`config.mk`:
```
export PLATFORM = sky130hd
export DESIGN_NAME = vram_slot_arbiter
export DESIGN_NICKNAME = d
export VERILOG_FILES = /design/src/rtl/vram_slot_arbiter.sv
export SDC_FILE = /design/constraint.sdc
export NUM_CORES = 1
export LEC_CHECK = 0
export ABC_AREA = 1
export ABC_CLOCK_PERIOD_IN_PS = 1760
export CORE_MARGIN = 5
export CORE_UTILIZATION = 40
export CTS_BUF_LIST = sky130_fd_sc_hd__clkbuf_8
export CTS_CLUSTER_DIAMETER = 150
export DETAILED_ROUTE_END_ITERATION = 10
export HOLD_SLACK_MARGIN = 0.06
export PLACE_DENSITY_LB_ADDON = 0.25
export SLEW_MARGIN = 25
export SYNTH_ARGS = -nofsm -noshare
export SYNTH_HDL_FRONTEND = slang
export SYNTH_SLANG_ARGS = --single-unit
```
`constraint.sdc`:
```
create_clock -name CLK_24MB -period 1.76 [get_ports CLK_24MB]
set_clock_uncertainty 0.05 [all_clocks]
set_input_delay 0.528 -clock CLK_24MB [delete_from_list [all_inputs] [get_ports CLK_24MB]]
set_output_delay 0.528 -clock CLK_24MB [all_outputs]
set_load 0.02 [all_outputs]
```
`src/rtl/vram_slot_arbiter.sv`:
```
// rtl/vram_slot_arbiter.sv - LSPC VRAM port arbiter between video fetch and 68k register access
module vram_slot_arbiter #(
  parameter int SLOT_BITS   = 2,
  parameter int CPU_SLOT_ID = 3,
  parameter int ACCESS_CYC  = 8,
  parameter int FIFO_DEPTH  = 2
) (
  input  logic        CLK_24MB,
  input  logic        nRESETP,
  input  logic        Q53_CO,
  input  logic [8:0]  PIXELC,
  input  logic        VBLANK,
  input  logic        WR_ADDR,
  input  logic        WR_MOD,
  input  logic        WR_DATA,
  input  logic [15:0] DIN,
  output logic [15:0] RDATA,
  output logic [15:0] MOD,
  output logic        BUSY,
  output logic        OVERRUN,
  input  logic [15:0] VID_ADDR,
  output logic [15:0] VRAM_ADDR,
  output logic [15:0] VRAM_DOUT,
  output logic        VRAM_WE,
  input  logic [15:0] VRAM_DIN,
  output logic        CPU_SLOT
);

  typedef enum logic {IDLE, ACCESS} state_e;

  localparam int PW = (FIFO_DEPTH > 1) ? $clog2(FIFO_DEPTH) : 1;
  localparam int CW = $clog2(FIFO_DEPTH + 1);
  localparam logic [3:0]    K_LAST    = 4'(ACCESS_CYC - 1);
  localparam logic [3:0]    K_WE_LAST = 4'(ACCESS_CYC - 2);
  localparam logic [CW-1:0] DEPTH_C   = CW'(FIFO_DEPTH);
  localparam logic [PW-1:0] PTR_LAST  = PW'(FIFO_DEPTH - 1);

  state_e        state_q;
  logic [3:0]    k_q;
  logic          cpu_slot_q, we_q, op_write_q;
  logic [15:0]   op_addr_q, vram_dout_q, rdata_q;
  logic [15:0]   addr_q, addr_d, mod_q, mod_d;
  logic          overrun_q, overrun_d, pf_q, pf_d;
  logic [15:0]   fifo_addr_q [FIFO_DEPTH];
  logic [15:0]   fifo_data_q [FIFO_DEPTH];
  logic [PW-1:0] wr_ptr_q, rd_ptr_q;
  logic [CW-1:0] count_q;

  logic          full, eligible, pop, push, have_write, start;
  logic [15:0]   head_addr, head_data;
  logic          unused_pixelc;

  assign unused_pixelc = ^PIXELC;

  assign full     = (count_q == DEPTH_C);
  assign eligible = VBLANK | (PIXELC[2 +: SLOT_BITS] == SLOT_BITS'(CPU_SLOT_ID));
  assign pop      = (state_q == ACCESS) && (k_q == K_LAST) && op_write_q;

  // Register strobes, queue push decision and slot-start decision
  always_comb begin
    addr_d     = addr_q;
    mod_d      = mod_q;
    overrun_d  = overrun_q;
    pf_d       = pf_q;
    push       = 1'b0;
    if (WR_MOD) mod_d = DIN;
    if (WR_ADDR) begin
      // A data strobe colliding with an address strobe is lost and flagged
      addr_d    = DIN;
      overrun_d = WR_DATA;
      pf_d      = 1'b1;
    end else if (WR_DATA) begin
      if (full) begin
        overrun_d = 1'b1;
      end else begin
        push   = 1'b1;
        addr_d = addr_q + mod_q;
      end
    end
    if (pop) pf_d = 1'b1;
    have_write = (count_q != '0) | push;
    start      = (state_q == IDLE) && Q53_CO && eligible && (have_write || pf_d);
    // A prefetch consumes the pending flag at launch so a WR_ADDR during it re-arms
    if (start && !have_write) pf_d = 1'b0;
    head_addr = (count_q != '0) ? fifo_addr_q[rd_ptr_q] : addr_q;
    head_data = (count_q != '0) ? fifo_data_q[rd_ptr_q] : DIN;
  end

  // CPU-visible registers and the write queue
  always_ff @(posedge CLK_24MB or negedge nRESETP) begin
    if (!nRESETP) begin
      addr_q    <= '0;
      mod_q     <= '0;
      overrun_q <= 1'b0;
      pf_q      <= 1'b0;
      wr_ptr_q  <= '0;
      rd_ptr_q  <= '0;
      count_q   <= '0;
      for (int i = 0; i < FIFO_DEPTH; i++) begin
        fifo_addr_q[i] <= '0;
        fifo_data_q[i] <= '0;
      end
    end else begin
      addr_q    <= addr_d;
      mod_q     <= mod_d;
      overrun_q <= overrun_d;
      pf_q      <= pf_d;
      if (push) begin
        fifo_addr_q[wr_ptr_q] <= addr_q;
        fifo_data_q[wr_ptr_q] <= DIN;
        wr_ptr_q <= (wr_ptr_q == PTR_LAST) ? '0 : wr_ptr_q + 1'b1;
      end
      if (pop) rd_ptr_q <= (rd_ptr_q == PTR_LAST) ? '0 : rd_ptr_q + 1'b1;
      case ({push, pop})
        2'b10:   count_q <= count_q + 1'b1;
        2'b01:   count_q <= count_q - 1'b1;
        default: count_q <= count_q;
      endcase
    end
  end

  // Access FSM: owns the port for ACCESS_CYC clocks, WE framed by one setup and one hold clock
  always_ff @(posedge CLK_24MB or negedge nRESETP) begin
    if (!nRESETP) begin
      state_q     <= IDLE;
      k_q         <= '0;
      cpu_slot_q  <= 1'b0;
      we_q        <= 1'b0;
      op_write_q  <= 1'b0;
      op_addr_q   <= '0;
      vram_dout_q <= '0;
      rdata_q     <= '0;
    end else begin
      case (state_q)
        IDLE: begin
          if (start) begin
            state_q    <= ACCESS;
            k_q        <= '0;
            cpu_slot_q <= 1'b1;
            we_q       <= 1'b0;
            op_write_q <= have_write;
            op_addr_q  <= have_write ? head_addr : addr_d;
            if (have_write) vram_dout_q <= head_data;
          end
        end
        ACCESS: begin
          if (k_q == K_LAST) begin
            state_q    <= IDLE;
            k_q        <= '0;
            cpu_slot_q <= 1'b0;
            we_q       <= 1'b0;
            if (!op_write_q) rdata_q <= VRAM_DIN;
          end else begin
            k_q  <= k_q + 1'b1;
            we_q <= op_write_q && ((k_q + 4'd1) <= K_WE_LAST);
          end
        end
        default: state_q <= IDLE;
      endcase
    end
  end

  assign VRAM_ADDR = cpu_slot_q ? op_addr_q : VID_ADDR;
  assign VRAM_DOUT = vram_dout_q;
  assign VRAM_WE   = we_q;
  assign CPU_SLOT  = cpu_slot_q;
  assign RDATA     = rdata_q;
  assign MOD       = mod_q;
  assign OVERRUN   = overrun_q;
  assign BUSY      = (count_q != '0) | pf_q | (state_q == ACCESS);

endmodule

```
==> reports/metrics.cfg, run 1 <==
[hold_path]
hp-class=input pin to asynchronous set/reset pin

[setup_path]
crit_slowest_cell=dfrtp_2
worst_setup_path_end_kind=register
critical_path_buf_inv_count=0
worstReg2RegStart=MOD[0]
cp_slowest_stage_delay_ps=440
critPathMostFrequentCell=nand2_2
worstPathRequired_ps=2080
cp.arrival_ps=2290
crit_family=simple AND/OR/NAND/NOR gates
start_kind=register
critPathMaxFanout=2
worstPathCellList=ha_4, fa_2, nand2_2, nand2_2, nand3_2, nand2_2, nand2_2, nand2_1, nand2_1, nand3_2, nand2_2, nand2_2, nand2_1, nand2_1
startpoint=MOD[0]
path_class=register to register

[routing]
wl_per_cell_microns=15.2
viasPerCell=4.83
routed_wl_microns=22500
num_vias=7153
drt-pass1-iter-count=5
drtAntennaViolNets=0
first_iter_violations=479
drc_errors=0

[cts]
cts_tree=yes
cts-root-buf=clkbuf_8
clock_path_buffers=2
cts_buffers=17
htreeDepth=4
clock-sinks=158
clk_pin_slew_ps=90
clk_latency_ps=460

[layout]
design_area_sq_um=11500
final_common_cell=nand2_1
num-nets-final=1286
layout-drive-gt1-share=0.308
syn_to_final_growth_pct=43.1
antenna_cells=0
n_fill_cell=1718
mostFrequentLayoutCells=nand2_1, dfrtp_1, inv_1

[place]
dpl_cell_area_sq_um=10400
place.gp.congestion=0.894
hpwlAfterDp_microns=16100
port_buffers=124

[logic_synthesis]
yosysSeqAreaShare=0.494
synth_simple_gate_area_frac=0.209
yosys.area_share.xor_xnor=0.00984
synth_top_family_by_area=simple AND/OR/NAND/NOR gates
ys_types=38
avgSynthCellArea_sq_um=8.12
synth_nets=1070
syn_area_sq_um=8010
synthAdderAreaFrac=0.0306
synth_compound_area_frac=0.152
syn_inst=987
synthMuxAreaShare=0.0225
ys_seq_elements=158
ys_warn_count=0

[sta]
relSlewSlack=0.742
holdWs_ps=428
post-route-period-util=1.12
setup_viol=36
tightest_slew_ps=383
hold_violations=0
timing.final.ws_setup_ps=-210
maxSlewViolCount=0
post-route-min-period_ps=1970
rsz0062_at_grt=true
max_freq_mhz=508

[pwr]
p_per_area_nw_per_um2=1590
p_total_mw=18.2
power.leakage_nw=5.59
vdd_drop_max_mv=0.738

[die]
die_w_microns=152
die_h_microns=152
ios=132
start_util=0.409
placementRows=51
core_area_sq_um=19600
dieArea_sq_um=23000

[global_route]
met2_usage=0.311
grt_busiest_layer=met2
track_usage=0.199
use_met3=0.0375
first_global_vias=6858
antenna_found_initial=0
grt_pass1_wl_microns=35700
grt.overflow.total=0
grt_use_met1=0.288
grt_max_degree=56

[run_status]
status=finished, violations left
violations=setup timing

[run]
max_cap_viol_count=0

## metrics by stage
step,TNS (ps),instances,worst slack (ps),utilization
2_1_floorplan,-331,987,-83.4,-
3_3_place_gp,-54010,1433,-532,0.531
3_5_place_dp,-53850,1433,-562,0.531
4_1_cts,-4840,1473,-230,0.578
5_1_grt,-7690,1481,-286,0.585
6_report,-4400,1481,-210,0.585
## sequential cells by signal, summed over array words and instances, names as in the netlist
register	flops
pf_q	1
OVERRUN	1
op_addr_q	16
fifo_addr_q	32
k_q	4
VRAM_DOUT	16
CPU_SLOT	1
RDATA	16
state_q	1
VRAM_WE	1
wr_ptr_q	1
op_write_q	1
fifo_data_q	32
MOD	16
addr_q	16
rd_ptr_q	1
count_q	2
## report_power, final
part | switching [mW] | leakage [nW] | internal, mW
sequential | 0.852 | 1.93 | 5.09
combinational | 5.06 | 3.43 | 4.00
clock | 1.43 | 0.231 | 1.73
## layer usage
| metal | share of wire | up-vias |
|---|---|---|
| met2 | 0.46 | 163 |
| met5 | 0 | - |
| met1 | 0.47 | 3360 |
| met4 | 0.011 | 0 |
| li1 | - | 3614 |
| met3 | 0.054 | 16 |
## cells in the mapped netlist (all sizes together)
cell    instances  area, sq um
fa              1         20.0
or2             2         12.5
inv           108          408
clkinv          2         7.51
nand4           1         6.26
xnor2           3         26.3
o41ai           1         8.76
xor2            6         52.6
dfrtp         158         3950
mux2           16          180
o21ai         149          843
buf            17          138
o211ai          1         7.51
a21oi          58          298
nand3          58          295
nand2         311         1190
clkbuf         27          103
ha             18          225
nor2           35          144
nor3            4         20.0
o22ai          10         62.6
and2            1         6.26
## kinds of logic after synthesis
family	after synthesis
AO/OA/AOI/OAI	219
multiplexers	16
XOR/XNOR	9
adder cells (fa/ha/maj)	19
buffers and inverters	154
flip-flops	158
AND/OR/NAND/NOR	412
## final timing paths
kind	to	slack [ps]	cells after the start
max	op_addr_q[14]	-210	14
min	fifo_data_q[3]	430	2
max reg2reg	op_addr_q[14]	-210	14
min reg2reg	fifo_data_q[31]	440	2
min in group CLK_24MB	fifo_data_q[31]	440	2
max in group asynchronous	MOD[12]	650	3
## cell type report
| type | count | area, sq um | area share |
|---|---|---|---|
| flip-flops and latches | 158 | 3960 | 0.346 |
| multi-input cells | 675 | 3910 | 0.341 |
| repair buffers | 241 | 2370 | 0.207 |
| inverters | 110 | 423 | 0.0369 |
| well taps | 265 | 332 | 0.0289 |
| clock buffers | 18 | 248 | 0.0216 |
| clock inverters | 14 | 214 | 0.0187 |
## what timing repair did
item                       4_1_cts  5_1_grt
hold buffers                     1        0
cloned                           1        2
pin swaps                       28       19
resized for setup              367       83
setup endpoints to repair       96      126
hold endpoints to repair        18        0
buffers inserted                 6       10
Power figures use the tool's default switching activity.
==> run 2, diff against run 1 <==
ABC_CLOCK_PERIOD_IN_PS = not set   (was 1760)
CTS_CLUSTER_DIAMETER = 80   (was 150)
==> results of run 2 <==
The final DEF is identical to that of run 1; final timing and power are the same.
==> run 3, diff against run 2 <==
CELL_PAD_IN_SITES_DETAIL_PLACEMENT = 0   (was not set)
CELL_PAD_IN_SITES_GLOBAL_PLACEMENT = 2   (was not set)
CORE_UTILIZATION = 29   (was 40)
SKIP_CTS_REPAIR_TIMING = 1   (was not set)
==> run 3 against run 2 <==
Against the previous run: wire length grew 12%; global-route usage shrank 3.7 points; cell count grew 8.6%; first-iteration DRC count shrank 21%; the flow still finishes with violations (setup timing); via count shrank 0.71%; sequential share of layout area shrank 1.3 points; critical path depth shrank 4; register-to-register slack lost 110 ps; die area grew 35%.
==> reports/metrics.cfg, run 3 (synthesis gave the netlist of run 1 again) <==
[pwr]
vdd_drop_max_mv=0.557
p_per_area_nw_per_um2=1530
power.leakage_nw=6.05
p_total_mw=18.2

[global_route]
grt_pass1_wl_microns=39400
grt.overflow.total=0
track_usage=0.161
antenna_found_initial=0
grt_max_degree=41
first_global_vias=6975

[layout]
mostFrequentLayoutCells=nand2_1, dfrtp_1, buf_4
final_common_cell=nand2_1
syn_to_final_growth_pct=48.7
num-nets-final=1307
reg_top3=fifo_addr_q (32), fifo_data_q (32)
layout-drive-gt1-share=0.297
antenna_cells=0

[place]
hpwlAfterDp_microns=18700
placement.setup.worst_slack_ps=-561
port_buffers=124
place.gp.congestion=0.785

[setup_path]
r2r_cells=10
cp-endpoint=op_addr_q[4]
path_class=register to register
critPathMostFrequentCell=nand2_4
worstReg2RegStart=MOD[0]
cp.arrival_ps=2360
cp.depth=10
regToRegSetupSlack_ps=-320
startpoint=MOD[0]
crit_slowest_cell=dfrtp_2
worst_setup_path_end_kind=register
start_kind=register
crit_family=adder cells
r2r-end=op_addr_q[4]
critical_path_buf_inv_count=0
worstPathRequired_ps=2040
critPathMaxFanout=3
worstPathCellList=ha_4, fa_2, nand2_4, nand2_4, and2_4, xor2_1, o21ai_1, o21ai_2, nand2_1, nand3_1
cp_slowest_stage_delay_ps=440

[cts]
clk_pin_slew_ps=90
clk_latency_ps=450
cts_buffers=17
cts_tree=yes
cts-root-buf=clkbuf_8
clock_path_buffers=2
htreeDepth=4
clock-sinks=158

[sta]
post-route-min-period_ps=2080
post-route-period-util=1.18
relSlewSlack=0.725
maxSlewViolCount=0
tightest_slew_ps=408
rsz0062_at_grt=true
max_freq_mhz=481
timing.final.ws_setup_ps=-319
hold_violations=0
setup_viol=40

[routing]
viasPerCell=4.41
num_vias=7102
drtAntennaViolNets=0
wl_per_cell_microns=15.7
drt-pass1-iter-count=5
drc_errors=0
routed_wl_microns=25300
first_iter_violations=378

[run]
max_cap_viol_count=0

[die]
placementRows=60
ios=132
dieArea_sq_um=31000
die_h_microns=176
core_area_sq_um=27100
die_w_microns=176
start_util=0.296

[run_status]
status=finished, violations left
violations=setup timing

[hold_path]
hp-class=register to register

[run 3: changes by cell type in the layout (fill, tap and decap cells not counted), moves of 6 or more]
cell,delta
dlymetal6s2s_1,+36
buf_6,-8
nand2_4,+8
o21ai_2,-8
buf_4,+22
nand3_1,-6
nand2_1,-6
clkdlybuf4s15_2,-7
clkbuf_2,-25
[run 3: stage by stage]
| step | std cells | utilization | setup TNS (ps) | cell area, sq um | hold WS (ps) |
|---|---|---|---|---|---|
| floorplan | 987 | - | -331 | 8090 | 182 |
| global placement | 1562 | 0.395 | -52390 | 10700 | 397 |
| detailed placement | 1562 | 0.395 | -54410 | 10700 | 389 |
| CTS | 1594 | 0.410 | -34660 | 11100 | -129 |
| global route | 1609 | 0.440 | -12310 | 11900 | 453 |
| finish | 1609 | 0.440 | -6250 | 11900 | 434 |
[run 3: layout make-up]
cell class                      instances  area, sq um
Fill cell                            2762        15200
Multi-Input combinational cell        675         3980
Sequential cell                       158         3960
Timing Repair Buffer                  261         2660
Tap cell                              372          465
Inverter                              110          419
Clock buffer                           17          234
Clock inverter                         15          180
Timing Repair inverter                  1         7.51
[run 3: how the worst min path moves through the flow]
stage	startpoint	endpoint	slack, ps	depth (start not counted)
final	VRAM_DOUT[3]	VRAM_DOUT[3]	430	2
after global routing	nRESETP	RDATA[0]	450	2
after CTS	nRESETP	RDATA[1]	-130	1
after detailed placement	nRESETP	RDATA[1]	390	1
after global placement	nRESETP	RDATA[1]	400	1
after floorplan	nRESETP	CPU_SLOT	180	0
[run 3: routing by layer]
metal / global-route usage / vias to the layer above / share of wire
met2: 0.258 / 106 / 0.47
li1: - / 3655 / -
met3: 0.0306 / 10 / 0.034
met1: 0.232 / 3331 / 0.49
met5: 0 / - / 0
met4: 0.0283 / 0 / 0.0063
[run 3: power by group]
group / internal (mW) / switching, mW
Clock: 1.32 / 1.59
Sequential: 5.09 / 0.848
Combinational: 4.26 / 5.14
Total: 10.7 / 7.58
[run 3: tightest hold or removal path: cells and delay by family, from the launching register on]
family | cells | cell delay (ps)
flops | 1 | 350
simple gates | 1 | 50
compound gates | 1 | 50
